$ cat src/rtl/leaf_router_if.sv
// leaf_router_if: flit buses between one group router and its four NIs plus the parent.
// The slave modport is the router's view; the master modport is the NI/parent side.
interface leaf_router_if #(
  parameter int DATA_W = 16
);
  logic [4*DATA_W-1:0] local_in_data;
  logic [3:0]          local_in_valid;
  logic [3:0]          local_in_ready;
  logic [4*DATA_W-1:0] local_out_data;
  logic [3:0]          local_out_valid;
  logic [DATA_W-1:0]   up_in_data;
  logic                up_in_valid;
  logic                up_in_ready;
  logic [DATA_W-1:0]   up_out_data;
  logic                up_out_valid;
  logic                up_out_ready;
  logic [7:0]          drop_cnt;

  modport master (
    output local_in_data, local_in_valid,
    input  local_in_ready,
    input  local_out_data, local_out_valid,
    output up_in_data, up_in_valid,
    input  up_in_ready,
    input  up_out_data, up_out_valid,
    output up_out_ready,
    input  drop_cnt
  );

  modport slave (
    input  local_in_data, local_in_valid,
    output local_in_ready,
    output local_out_data, local_out_valid,
    input  up_in_data, up_in_valid,
    output up_in_ready,
    output up_out_data, up_out_valid,
    input  up_out_ready,
    output drop_cnt
  );
endinterface

$ cat src/rtl/leaf_router.sv
// leaf_router: five-input (4 leaves + uplink) header-routed crossbar for one GPU group.
// Each input has a small FIFO whose ready reserves a slot for the flit already in
// flight; each output has an independent round-robin arbiter. Leaf outputs are
// one-cycle strobes, the uplink output is a one-entry register slice with backpressure.
module leaf_router #(
  parameter logic [3:0] GROUP_ID = 4'd4,
  parameter int         DATA_W   = 16,
  parameter int         IN_DEPTH = 4
) (
  input  logic         clk,
  input  logic         reset_n,
  leaf_router_if.slave bus
);
  localparam int             NIN      = 5;
  localparam int             AW       = (IN_DEPTH > 1) ? $clog2(IN_DEPTH) : 1;
  localparam int             CW       = $clog2(IN_DEPTH + 1);
  localparam logic [CW-1:0]  FULL_CNT = CW'(IN_DEPTH);
  localparam logic [CW-1:0]  RDY_MAX  = CW'(IN_DEPTH - 2);
  localparam logic [2:0]     UP_IDX   = 3'd4;

  // Next index in the 0..4 ring, base + ofs modulo 5.
  function automatic logic [2:0] rr_next(input logic [2:0] base, input logic [2:0] ofs);
    logic [3:0] s;
    s = {1'b0, base} + {1'b0, ofs};
    if (s >= 4'd5) s = s - 4'd5;
    return s[2:0];
  endfunction

  // Saturating 8-bit increment for the drop counter.
  function automatic logic [7:0] sat_inc8(input logic [7:0] v);
    return (v == 8'hFF) ? v : v + 8'd1;
  endfunction

  logic [DATA_W-1:0] w_in_data [NIN];
  logic [NIN-1:0]    w_in_vld;
  logic [DATA_W-1:0] w_head [NIN];
  logic [NIN-1:0]    w_nempty;
  logic [NIN-1:0]    w_rdy;
  logic [NIN-1:0]    w_wr;
  logic [NIN-1:0]    w_pop;
  logic [NIN-1:0]    w_drop;
  logic [2:0]        w_dest [NIN];
  logic [NIN-1:0]    w_req [NIN];
  logic [NIN-1:0]    w_open;
  logic [NIN-1:0]    w_gnt;
  logic [2:0]        w_win [NIN];

  logic [2:0]        r_rrp [NIN];
  logic [3:0]        r_lout_vld_p1;
  logic [DATA_W-1:0] r_lout_data_p1 [4];
  logic              r_up_vld_p1;
  logic [DATA_W-1:0] r_up_data_p1;
  logic [7:0]        r_drop_cnt;

  // ---- stage p0: ingress FIFOs ----
  for (genvar gi = 0; gi < 4; gi++) begin : g_unpack
    assign w_in_data[gi] = bus.local_in_data[gi*DATA_W +: DATA_W];
  end
  assign w_in_data[4] = bus.up_in_data;
  assign w_in_vld     = {bus.up_in_valid, bus.local_in_valid};

  for (genvar gi = 0; gi < NIN; gi++) begin : g_fifo
    logic [DATA_W-1:0] r_mem [IN_DEPTH];
    logic [AW-1:0]     r_rd;
    logic [AW-1:0]     r_wr;
    logic [CW-1:0]     r_cnt;

    // A strobe arriving while full is a sender protocol error and is dropped.
    assign w_wr[gi]     = w_in_vld[gi] && (r_cnt != FULL_CNT);
    assign w_nempty[gi] = (r_cnt != '0);
    assign w_rdy[gi]    = (r_cnt <= RDY_MAX);
    assign w_head[gi]   = r_mem[r_rd];

    // Flit storage; contents are meaningless while count is zero, so no reset.
    always_ff @(posedge clk) begin
      if (w_wr[gi]) r_mem[r_wr] <= w_in_data[gi];
    end

    // Read/write pointers and occupancy; write+pop in one cycle keeps the count.
    always_ff @(posedge clk or negedge reset_n) begin
      if (!reset_n) begin
        r_rd  <= '0;
        r_wr  <= '0;
        r_cnt <= '0;
      end else begin
        if (w_wr[gi])  r_wr <= r_wr + 1'b1;
        if (w_pop[gi]) r_rd <= r_rd + 1'b1;
        case ({w_wr[gi], w_pop[gi]})
          2'b10:   r_cnt <= r_cnt + 1'b1;
          2'b01:   r_cnt <= r_cnt - 1'b1;
          default: r_cnt <= r_cnt;
        endcase
      end
    end
  end

  // Route decode on each FIFO head; misrouted uplink flits are marked for discard.
  always_comb begin
    for (int i = 0; i < NIN; i++) begin
      w_dest[i] = UP_IDX;
      w_drop[i] = 1'b0;
      if (w_head[i][DATA_W-1 -: 4] == GROUP_ID) begin
        w_dest[i] = {1'b0, w_head[i][DATA_W-5 -: 2]};
      end else if (i == NIN - 1) begin
        w_drop[i] = w_nempty[i];
      end
    end
  end

  // Request matrix: w_req[output][input].
  always_comb begin
    for (int o = 0; o < NIN; o++) begin
      w_req[o] = '0;
      for (int i = 0; i < NIN; i++) begin
        w_req[o][i] = w_nempty[i] && !w_drop[i] && (w_dest[i] == 3'(o));
      end
    end
  end

  // Leaf outputs always accept; the uplink slice accepts when empty or draining now.
  assign w_open = {!r_up_vld_p1 || bus.up_out_ready, 4'hF};

  // Round-robin pick per output: first requester at or after the pointer.
  always_comb begin
    for (int o = 0; o < NIN; o++) begin
      w_gnt[o] = 1'b0;
      w_win[o] = '0;
      for (int k = 0; k < NIN; k++) begin
        if (!w_gnt[o] && w_open[o] && w_req[o][rr_next(r_rrp[o], 3'(k))]) begin
          w_gnt[o] = 1'b1;
          w_win[o] = rr_next(r_rrp[o], 3'(k));
        end
      end
    end
  end

  // Pop every granted input plus a misrouted uplink head.
  always_comb begin
    w_pop = w_drop;
    for (int o = 0; o < NIN; o++) begin
      if (w_gnt[o]) w_pop[w_win[o]] = 1'b1;
    end
  end

  // Pointers advance past the winner only on a grant.
  always_ff @(posedge clk or negedge reset_n) begin
    if (!reset_n) begin
      for (int o = 0; o < NIN; o++) r_rrp[o] <= '0;
    end else begin
      for (int o = 0; o < NIN; o++) begin
        if (w_gnt[o]) r_rrp[o] <= rr_next(w_win[o], 3'd1);
      end
    end
  end

  // ---- stage p1: output registers ----
  // Leaf delivery strobe: valid for exactly the cycle after a grant.
  always_ff @(posedge clk or negedge reset_n) begin
    if (!reset_n) begin
      r_lout_vld_p1 <= '0;
      for (int o = 0; o < 4; o++) r_lout_data_p1[o] <= '0;
    end else begin
      for (int o = 0; o < 4; o++) begin
        r_lout_vld_p1[o] <= w_gnt[o];
        if (w_gnt[o]) r_lout_data_p1[o] <= w_head[w_win[o]];
      end
    end
  end

  // Uplink slice: load on grant, hold under backpressure, clear after handshake.
  always_ff @(posedge clk or negedge reset_n) begin
    if (!reset_n) begin
      r_up_vld_p1  <= 1'b0;
      r_up_data_p1 <= '0;
    end else if (w_gnt[4]) begin
      r_up_vld_p1  <= 1'b1;
      r_up_data_p1 <= w_head[w_win[4]];
    end else if (bus.up_out_ready) begin
      r_up_vld_p1  <= 1'b0;
    end
  end

  // Count discarded misrouted uplink flits, saturating.
  always_ff @(posedge clk or negedge reset_n) begin
    if (!reset_n) begin
      r_drop_cnt <= '0;
    end else if (w_drop[4]) begin
      r_drop_cnt <= sat_inc8(r_drop_cnt);
    end
  end

  for (genvar go = 0; go < 4; go++) begin : g_pack
    assign bus.local_out_data[go*DATA_W +: DATA_W] = r_lout_data_p1[go];
  end
  assign bus.local_out_valid = r_lout_vld_p1;
  assign bus.local_in_ready  = w_rdy[3:0];
  assign bus.up_in_ready     = w_rdy[4];
  assign bus.up_out_data     = r_up_data_p1;
  assign bus.up_out_valid    = r_up_vld_p1;
  assign bus.drop_cnt        = r_drop_cnt;

endmodule

$ cat src/flat_wrapper.sv
// flat-port wrapper written by rule: the top's interface ports become plain ports
module leaf_router_flat 
#(
  parameter logic [3:0] GROUP_ID = 4'd4,
  parameter int         DATA_W   = 16,
  parameter int         IN_DEPTH = 4
)
  (clk, reset_n, bus_local_in_data, bus_local_in_valid, bus_local_in_ready, bus_local_out_data, bus_local_out_valid, bus_up_in_data, bus_up_in_valid, bus_up_in_ready, bus_up_out_data, bus_up_out_valid, bus_up_out_ready, bus_drop_cnt);
  leaf_router_if #(.DATA_W(DATA_W)) bus_i ();
  input  logic clk;
  input  logic reset_n;
  input wire logic [$bits(bus_i.local_in_data)-1:0] bus_local_in_data;
  input wire logic [$bits(bus_i.local_in_valid)-1:0] bus_local_in_valid;
  output wire logic [$bits(bus_i.local_in_ready)-1:0] bus_local_in_ready;
  output wire logic [$bits(bus_i.local_out_data)-1:0] bus_local_out_data;
  output wire logic [$bits(bus_i.local_out_valid)-1:0] bus_local_out_valid;
  input wire logic [$bits(bus_i.up_in_data)-1:0] bus_up_in_data;
  input wire logic [$bits(bus_i.up_in_valid)-1:0] bus_up_in_valid;
  output wire logic [$bits(bus_i.up_in_ready)-1:0] bus_up_in_ready;
  output wire logic [$bits(bus_i.up_out_data)-1:0] bus_up_out_data;
  output wire logic [$bits(bus_i.up_out_valid)-1:0] bus_up_out_valid;
  input wire logic [$bits(bus_i.up_out_ready)-1:0] bus_up_out_ready;
  output wire logic [$bits(bus_i.drop_cnt)-1:0] bus_drop_cnt;
  assign bus_i.local_in_data = bus_local_in_data;
  assign bus_i.local_in_valid = bus_local_in_valid;
  assign bus_local_in_ready = bus_i.local_in_ready;
  assign bus_local_out_data = bus_i.local_out_data;
  assign bus_local_out_valid = bus_i.local_out_valid;
  assign bus_i.up_in_data = bus_up_in_data;
  assign bus_i.up_in_valid = bus_up_in_valid;
  assign bus_up_in_ready = bus_i.up_in_ready;
  assign bus_up_out_data = bus_i.up_out_data;
  assign bus_up_out_valid = bus_i.up_out_valid;
  assign bus_i.up_out_ready = bus_up_out_ready;
  assign bus_drop_cnt = bus_i.drop_cnt;
  leaf_router #(.GROUP_ID(GROUP_ID), .DATA_W(DATA_W), .IN_DEPTH(IN_DEPTH)) u_core (.clk(clk), .reset_n(reset_n), .bus(bus_i));
endmodule
$ cat config.mk
export PLATFORM = sky130hd
export DESIGN_NAME = leaf_router_flat
export DESIGN_NICKNAME = d
export VERILOG_FILES = /design/src/rtl/leaf_router_if.sv /design/src/rtl/leaf_router.sv /design/src/flat_wrapper.sv
export SDC_FILE = /design/constraint.sdc
export NUM_CORES = 1
export LEC_CHECK = 0
export CAP_MARGIN = 20
export CORE_MARGIN = 8
export CORE_UTILIZATION = 30
export DETAILED_ROUTE_END_ITERATION = 7
export DONT_BUFFER_PORTS = 1
export GPL_TIMING_DRIVEN = 1
export HOLD_SLACK_MARGIN = 0.03
export PLACE_DENSITY_LB_ADDON = 0.3
export SLEW_MARGIN = 20
export SYNTH_ARGS = -nofsm -noshare
export SYNTH_HDL_FRONTEND = slang
export SYNTH_SLANG_ARGS = --single-unit
$ cat constraint.sdc
create_clock -name clk -period 15.6 [get_ports clk]
set_input_delay 2.34 -clock clk [delete_from_list [all_inputs] [get_ports clk]]
set_output_delay 2.34 -clock clk [all_outputs]
set_load 0.005 [all_outputs]
Word level (Yosys, flattened, before mapping)

Memory sizes are Yosys's and may differ from the RTL's.
Index checks and enable logic that the tools add are counted.

Register bits: 143
Latch bits: 0
Bits in writable memories: 320
ROM bits: 0
Input bits: 88
Output and inout port bits: 98
Logic and storage cells: 520
Memories: 5

Memory list:

| memory                 | words | bits a word | rd ports | clocked after memory_dff | write ports | line              | RTL |
|---|---|---|---|---|---|---|---|
| u_core.g_fifo[0].r_mem | 4     | 16          | 1        | 0                        | 1           | leaf_router.sv:63 | `logic [DATA_W-1:0] r_mem [IN_DEPTH];` |
| u_core.g_fifo[1].r_mem | 4     | 16          | 1        | 0                        | 1           | leaf_router.sv:63 |  |
| u_core.g_fifo[2].r_mem | 4     | 16          | 1        | 0                        | 1           | leaf_router.sv:63 |  |
| u_core.g_fifo[3].r_mem | 4     | 16          | 1        | 0                        | 1           | leaf_router.sv:63 |  |
| u_core.g_fifo[4].r_mem | 4     | 16          | 1        | 0                        | 1           | leaf_router.sv:63 |  |

$add $sub $neg: 76
$mul: 0
Div/mod/pow operators: 0
$lt $le $gt $ge: 75
Equality and inequality tests: 41
Shift operators: 0
Muxes and demuxes: 183
Bitwise logic cells: 11
Reductions and logical operators: 101

Operators by type and width:

| operator                                                                     | count |
|---|---|
| 16-bit binary-select mux with 3-bit select                                   | 5 |
| 3-bit 2-to-1 mux                                                             | 60 |
| 16-bit 2-to-1 mux                                                            | 10 |
| 3-bit by 4-bit less-than comparator with 1-bit output, second input constant | 30 |
| 4-bit by 3-bit >= comparator with 1-bit output, second input constant        | 25 |
| 3-bit subtractor, second input constant                                      | 30 |
| 1-bit binary-select mux with 3-bit select                                    | 25 |
| 1-bit 2-to-1 mux                                                             | 68 |
| 1-bit logical AND                                                            | 61 |
| 3-bit by 1-bit adder with 4-bit output, second input constant                | 10 |
| 3-bit by 2-bit adder with 4-bit output, second input constant                | 10 |
| 3-bit by 2-bit equality test with 1-bit output, second input constant        | 10 |
| 3-bit one-hot mux with 2 select lines                                        | 5 |
| 5-bit 2-to-1 mux                                                             | 5 |
| 5-bit OR                                                                     | 5 |
| 1-bit zero test                                                              | 22 |
| 2-bit by 1-bit adder with 2-bit output, second input constant                | 10 |
| 3-bit by 3-bit adder with 4-bit output, second input constant                | 5 |
| 4-bit by 3-bit equality test with 1-bit output, second input constant        | 5 |
| 4-bit >= comparator, second input constant                                   | 5 |
| 3-bit inverter with 4-bit output                                             | 5 |
| 3-bit by 1-bit adder with 3-bit output, second input constant                | 5 |
| 1-bit demux with 3-bit select                                                | 5 |
| 3-bit by 1-bit equality test with 1-bit output, second input constant        | 5 |
| other kinds (16)                                                             | 61 |

Depth between registers and ports, before layout

An unclocked memory read counts as a cell.

Word-level depth: 37
Gate-level depth with buffers: 24
Gate-level depth less buffers: 22

Worst setup path after synthesis

OpenSTA, ideal clock, no wires.

Path type: input port to flip-flop
Start point: in bus_up_out_ready
End point: reg u_core.g_fifo[1].r_cnt[2]
Library setup time: 0.125 ns
Arrival: 5.050 ns
Data required time: 15.475 ns
Setup slack: 10.425 ns
Stages: 16
Path buffers: 1
Cells stage by stage: nand2b_1 > o21ai_0 > inv_1 > o211ai_1 > o31ai_1 > nor4_2 > mux2i_1 > buf_2 > o22ai_1 > or3_4 > ha_1 > inv_1 > fa_1 > xor2_1 > nor2_1 > xor2_1

Longest elaborated chain between the ends: 27
Elaborated cells on any way between the ends: 35
Those cells by class: 2 x order compare; 2 x eq/ne; 14 x mux; 1 x bitwise; 16 x reduce/logical

RTL lines:

| element                                                                               | line               | RTL |
|---|---|---|
| from (decl)                                                                           | flat_wrapper.sv:22 | `input wire logic [$bits(bus_i.up_out_ready)-1:0] bus_up_out_ready;` |
| 1-bit logical OR *                                                                    | leaf_router.sv:121 | `assign w_open = {!r_up_vld_p1 \|\| bus.up_out_ready, 4'hF};` |
| 1-bit logical AND                                                                     | leaf_router.sv:129 | `if (!w_gnt[o] && w_open[o] && w_req[o][rr_next(r_rrp[o], 3'(k))]) begin` |
| 1-bit 2-to-1 mux                                                                      | leaf_router.sv:129 |  |
| 1-bit zero test                                                                       | leaf_router.sv:129 |  |
| 1-bit logical AND (2 in a row)                                                        | leaf_router.sv:129 |  |
| 1-bit 2-to-1 mux                                                                      | leaf_router.sv:129 |  |
| 1-bit zero test                                                                       | leaf_router.sv:129 |  |
| 1-bit logical AND (2 in a row)                                                        | leaf_router.sv:129 |  |
| [... 10 more ...]                                                                     | n/a                |  |
| 1-bit logical AND (not written as such)                                               | leaf_router.sv:141 | `if (w_gnt[o]) w_pop[w_win[o]] = 1'b1;` |
| 1-bit 2-to-1 mux (not written as such)                                                | leaf_router.sv:141 |  |
| 1-bit demux with 3-bit select                                                         | n/a                |  |
| 5-bit OR (no line)                                                                    | n/a                |  |
| 5-bit 2-to-1 mux *                                                                    | leaf_router.sv:141 |  |
| net u_core.w_pop[1]                                                                   | leaf_router.sv:40  | `logic [NIN-1:0] w_pop;` |
| 2-bit by 1-bit equality test with 1-bit output or 2-bit equality test (tied branches) | leaf_router.sv:88  | `case ({w_wr[gi], w_pop[gi]})` |
| 3-bit one-hot mux with 2 select lines or 2-bit nonzero test (tied branches)           | n/a                |  |
| to (signal assigned)                                                                  | leaf_router.sv:89  | `2'b10: r_cnt <= r_cnt + 1'b1;` |
| to (signal assigned)                                                                  | leaf_router.sv:90  | `2'b01: r_cnt <= r_cnt - 1'b1;` |
| to (signal assigned)                                                                  | leaf_router.sv:91  | `default: r_cnt <= r_cnt;` |
| to (decl)                                                                             | leaf_router.sv:66  | `logic [CW-1:0] r_cnt;` |

Mark *: on every way through the listed nets, which the timed path passes. The rest lies on a longest branch.
A chain may end at the register's enable or synchronous reset.

Final worst setup path

Start point: reg u_core.g_fifo[1].r_rd[0]
End point: reg u_core.g_fifo[0].r_cnt[2]

Longest elaborated chain between the ends: 36
Elaborated cells on any way between the ends: 197
Those cells by class: 10 x order compare; 7 x eq/ne; 117 x mux; 5 x bitwise; 57 x reduce/logical; 1 x memory

RTL lines:

| element                                                                               | line               | RTL |
|---|---|---|
| from (decl)                                                                           | leaf_router.sv:64  | `logic [AW-1:0] r_rd;` |
| from (signal assigned)                                                                | leaf_router.sv:87  | `if (w_pop[gi]) r_rd <= r_rd + 1'b1;` |
| memory read 4 x 16 bit *                                                              | n/a                |  |
| 4-bit by 3-bit equality test with 1-bit output                                        | leaf_router.sv:102 | `if (w_head[i][DATA_W-1 -: 4] == GROUP_ID) begin` |
| 3-bit 2-to-1 mux *                                                                    | leaf_router.sv:102 |  |
| 3-bit zero test                                                                       | leaf_router.sv:115 | `w_req[o][i] = w_nempty[i] && !w_drop[i] && (w_dest[i] == 3'(o));` |
| 1-bit logical AND                                                                     | leaf_router.sv:115 |  |
| 1-bit binary-select mux with 3-bit select                                             | leaf_router.sv:129 |  |
| 1-bit 2-to-1 mux (not written as such)                                                | leaf_router.sv:129 |  |
| 1-bit 2-to-1 mux                                                                      | leaf_router.sv:129 |  |
| [... 21 more ...]                                                                     | n/a                |  |
| 5-bit 2-to-1 mux                                                                      | leaf_router.sv:141 |  |
| 5-bit OR (no line)                                                                    | n/a                |  |
| 5-bit 2-to-1 mux                                                                      | leaf_router.sv:141 |  |
| 5-bit OR (no line)                                                                    | n/a                |  |
| 5-bit 2-to-1 mux *                                                                    | leaf_router.sv:141 |  |
| net u_core.w_pop[0]                                                                   | leaf_router.sv:40  |  |
| 2-bit by 1-bit equality test with 1-bit output or 2-bit equality test (tied branches) | leaf_router.sv:88  |  |
| 3-bit one-hot mux with 2 select lines or 2-bit nonzero test (tied branches)           | n/a                |  |
| to (signal assigned)                                                                  | leaf_router.sv:89  |  |
| to (signal assigned)                                                                  | leaf_router.sv:90  |  |
| to (signal assigned)                                                                  | leaf_router.sv:91  |  |
| to (decl)                                                                             | leaf_router.sv:66  |  |

Mark *: on every way through the listed nets, which the timed path passes. The rest lies on a longest branch. The select of a mux whose other input is x is not followed.

==> impl_metrics.env <==
export IMPL_status="finished, final reports clean"
export IMPL_cp_required_ns=16.09
export IMPL_fin_crit_ns=6.48
export IMPL_synth_edff_count=320
export IMPL_ys_warn_count=0
export IMPL_finalCritPeriodShare=0.416
export IMPL_diodes=0
export IMPL_synthFlopType="edfxtp_1"
export IMPL_vias_per_cell=5.55
export IMPL_drt_initial_drc_count=1621
export IMPL_ctsResizeCount=0
export IMPL_die_x_um=304
export IMPL_die_area_mm2=0.0927
export IMPL_r2r_end="u_core.g_fifo[0].r_cnt[2]$_DFFE_PN0P_"
export IMPL_first_pass_iters=6
export IMPL_synthToLayoutAreaGrowth_pct=11.8
export IMPL_cts_tree="done"
export IMPL_netlist_area_mm2=0.0250
export IMPL_dpl_cell_area_mm2=0.0261
export IMPL_hold_end="u_core.bus.local_out_data[43]$_DFFE_PN0N_"
export IMPL_max_slew_margin=0.377
export IMPL_pin_count=186
export IMPL_port_buffer_count=0
export IMPL_cts_clk_slew_worst_paths_ns=0.06
export IMPL_grt_max_degree=144
export IMPL_async_flop_share=0.309
export IMPL_r2r_cells=18
export IMPL_drv_slew=0
export IMPL_syn_num_nets=2203
export IMPL_timing_fmax_ghz=0.154
export IMPL_fin_tns_setup_ns=0
export IMPL_drive_gt1_frac=0.133
export IMPL_cts_buffers=52
export IMPL_wirelength_um=78300
export IMPL_max_cap_violations=0
export IMPL_cts_sinks=463
export IMPL_core_mm2=0.0822
export IMPL_worstPathCellList="buf_4 -> mux4_2 -> nor4b_4 -> buf_6 -> a211oi_1 -> o41ai_4 -> o221ai_1 -> nor4_2 -> nand2_1 -> nand2_2 -> o221ai_1 -> or3_1 -> ha_1 -> inv_1 -> fa_1 -> xor2_1 -> nor2_1 -> xor2_1"
export IMPL_whs_path_depth=1
export IMPL_avgSynthCellArea_um2=12.3
export IMPL_yosys_register_bits=463
export IMPL_start_util=0.303
export IMPL_wl_per_cell_um=25.0
export IMPL_skew_ns=0.0161
export IMPL_netlist_instances=2029
export IMPL_vias=17400
export IMPL_path_max_fanout=39
export IMPL_antenna_found_initial=0
export IMPL_cts_root_buf="clkbuf_16"
export IMPL_grt_pass1_vias=17100
export IMPL_rows=105
export IMPL_crit_path_start_kind="flip-flop"
export IMPL_cp_top_family="simple AND/OR/NAND/NOR gates"
export IMPL_finalHoldViolCount=0
export IMPL_worstPathArrival_ns=6.97
export IMPL_fin_nets=2186
export IMPL_rrSetupSlack_ns=9.12
export IMPL_grt_pass1_wl_um=116000
export IMPL_cts_setup_buffers=0
export IMPL_critical_path_class="reg -> reg"
export IMPL_fin_area_mm2=0.0279
export IMPL_cp_slowest_stage_delay_ns=0.73
export IMPL_grt_setup_unrepaired="false"
export IMPL_worstHoldStart="u_core.bus.local_out_data[43]$_DFFE_PN0N_"
export IMPL_worstHoldPathType="reg -> reg"
export IMPL_hpwl_um=58700
export IMPL_reg2reg_from="u_core.g_fifo[1].r_rd[0]$_DFFE_PN0P_"
export IMPL_cpMaxStageDelayCell="nand2_2"
export IMPL_insertion_delay_ns=0.60
export IMPL_ys_types=108
export IMPL_cts_path_max_buffers=3
export IMPL_ant_nets=0
export IMPL_track_usage=0.163
export IMPL_end_kind="flip-flop"
export IMPL_layout_cells_non_filler=3126
export IMPL_grt_remaining_overflow=0
export IMPL_placedCellCount=3027
export IMPL_drc=0
export IMPL_synth_yosys_seq_area_share=0.528
export IMPL_critPathBufInv=3
export IMPL_place_congestion=0.913
export IMPL_fp_dieH_um=304
export IMPL_postCtsHoldBufs=0
export IMPL_htreeDepth=2
export IMPL_tightest_slew_ns=0.931
export IMPL_final_setup_viol_count=0
==> sequential cells by signal (all words and copies together) (netlist names) <==
register,cells
u_core.g_fifo.r_rd,10
u_core.g_fifo.r_wr,10
u_core.r_rrp,15
u_core.bus.local_out_valid,4
u_core.bus.up_out_valid,1
u_core.bus.local_out_data,64
u_core.g_fifo.r_mem,320
u_core.g_fifo.r_cnt,15
u_core.bus.up_out_data,16
u_core.bus.drop_cnt,8
==> area by class of cell <==
class / instances / area (µm²)
Fill cell: 8048 / 54400
Multi-Input combinational cell: 1361 / 11000
Tap cell: 1070 / 1340
Timing Repair Buffer: 22 / 169
Inverter: 112 / 420
Clock inverter: 36 / 432
Sequential cell: 463 / 13200
Clock buffer: 62 / 1370
==> stage by stage <==
step | setup WS, ns | hold WS (ns) | utilization
floorplan | 10.42 | 0.459 | -
global placement | 8.92 | 0.499 | 0.317
detailed placement | 8.90 | 0.492 | 0.317
CTS | 8.90 | 0.509 | 0.339
global route | 8.62 | 0.521 | 0.339
finish | 9.12 | 0.502 | 0.339
==> Yosys cell counts, types with 20 or more instances <==
master	count	area [µm²]
a211oi_1	41	308
a21oi_1	91	455
and2_1	48	300
clkbuf_1	60	225
dfrtp_1	143	3580
edfxtp_1	320	9610
ha_1	76	951
inv_1	105	394
mux2i_1	92	921
mux4_2	75	1690
nand2_1	139	522
nand2b_1	29	181
nand3_1	31	155
nor2_1	93	349
nor3_1	55	275
o21ai_0	101	505
o221ai_1	20	175
o31ai_1	26	195
or3_1	20	125
xnor2_1	31	272
xor2_1	23	201
==> kinds of logic after synthesis <==
family,synth area share
xor gates and xnor gates,0.0190
buffers and inverters,0.0340
muxes,0.114
DFF,0.528
adders and majority gates,0.0461
AOI/OAI and AO/OA,0.141
and+or+nand+nor,0.118
==> worst max-delay path by stage <==
stage	start	to	slack, ns	cells after the start
final	u_core.g_fifo[1].r_rd[0]$_DFFE_PN0P_	u_core.g_fifo[0].r_cnt[2]$_DFFE_PN0P_	9.12	18
after global routing	u_core.g_fifo[1].r_rd[0]$_DFFE_PN0P_	u_core.g_fifo[0].r_cnt[2]$_DFFE_PN0P_	8.62	18
after CTS	u_core.g_fifo[1].r_rd[0]$_DFFE_PN0P_	u_core.g_fifo[0].r_cnt[2]$_DFFE_PN0P_	8.90	17
after detailed placement	u_core.g_fifo[1].r_rd[0]$_DFFE_PN0P_	u_core.g_fifo[0].r_cnt[2]$_DFFE_PN0P_	8.90	17
after global placement	u_core.g_fifo[1].r_rd[0]$_DFFE_PN0P_	u_core.g_fifo[0].r_cnt[2]$_DFFE_PN0P_	8.92	17
after floorplan	bus_up_out_ready	u_core.g_fifo[1].r_cnt[2]$_DFFE_PN0P_	10.42	16
==> worst register-to-register path: cells and delay by family (launching register included) <==
family	cells	cell delay, ns
DFF	1	0.69
adders and majority gates	2	0.43
muxes	1	0.57
buffers and inverters	3	0.66
AOI/OAI and AO/OA	4	1.18
xor gates and xnor gates	2	0.29
and+or+nand+nor	6	2.56
==> routing by layer <==
layer | wire length, µm | global-route usage | vias up
li1 | - | - | 7777
met1 | 31000 | 0.197 | 8831
met2 | 38400 | 0.275 | 594
met3 | 6330 | 0.0478 | 148
met4 | 2590 | 0.0553 | 0
met5 | 0 | 0 | -
==> layout by cell type (no fill, tap or decap), types with 11 or more instances in the layout <==
| master | n |
|---|---|
| edfxtp_1 | 320 |
| dfrtp_1 | 143 |
| nand2_1 | 138 |
| inv_1 | 105 |
| o21ai_0 | 101 |
| nor2_1 | 92 |
| a21oi_1 | 91 |
| mux2i_1 | 91 |
| ha_1 | 76 |
| mux4_2 | 75 |
| nor3_1 | 53 |
| clkbuf_16 | 53 |
| and2_1 | 48 |
| a211oi_1 | 41 |
| nand3_1 | 31 |
| xnor2_1 | 31 |
| nand2b_1 | 29 |
| o31ai_1 | 26 |
| xor2_1 | 23 |
| buf_4 | 21 |
| or3_1 | 20 |
| o221ai_1 | 20 |
| o211ai_1 | 19 |
| a31oi_1 | 19 |
| o22a_1 | 19 |
| nand4_1 | 16 |
| o22ai_1 | 15 |
| nor2b_1 | 14 |
| nor4_1 | 14 |
| a22o_1 | 13 |
| mux2_2 | 13 |
| and3_1 | 11 |
| o2bb2ai_1 | 11 |
| clkinv_2 | 11 |
Power is left out: the tool's default activity adds up to more than one toggle a clock period on the data nets, which glitch-free logic cannot reach.
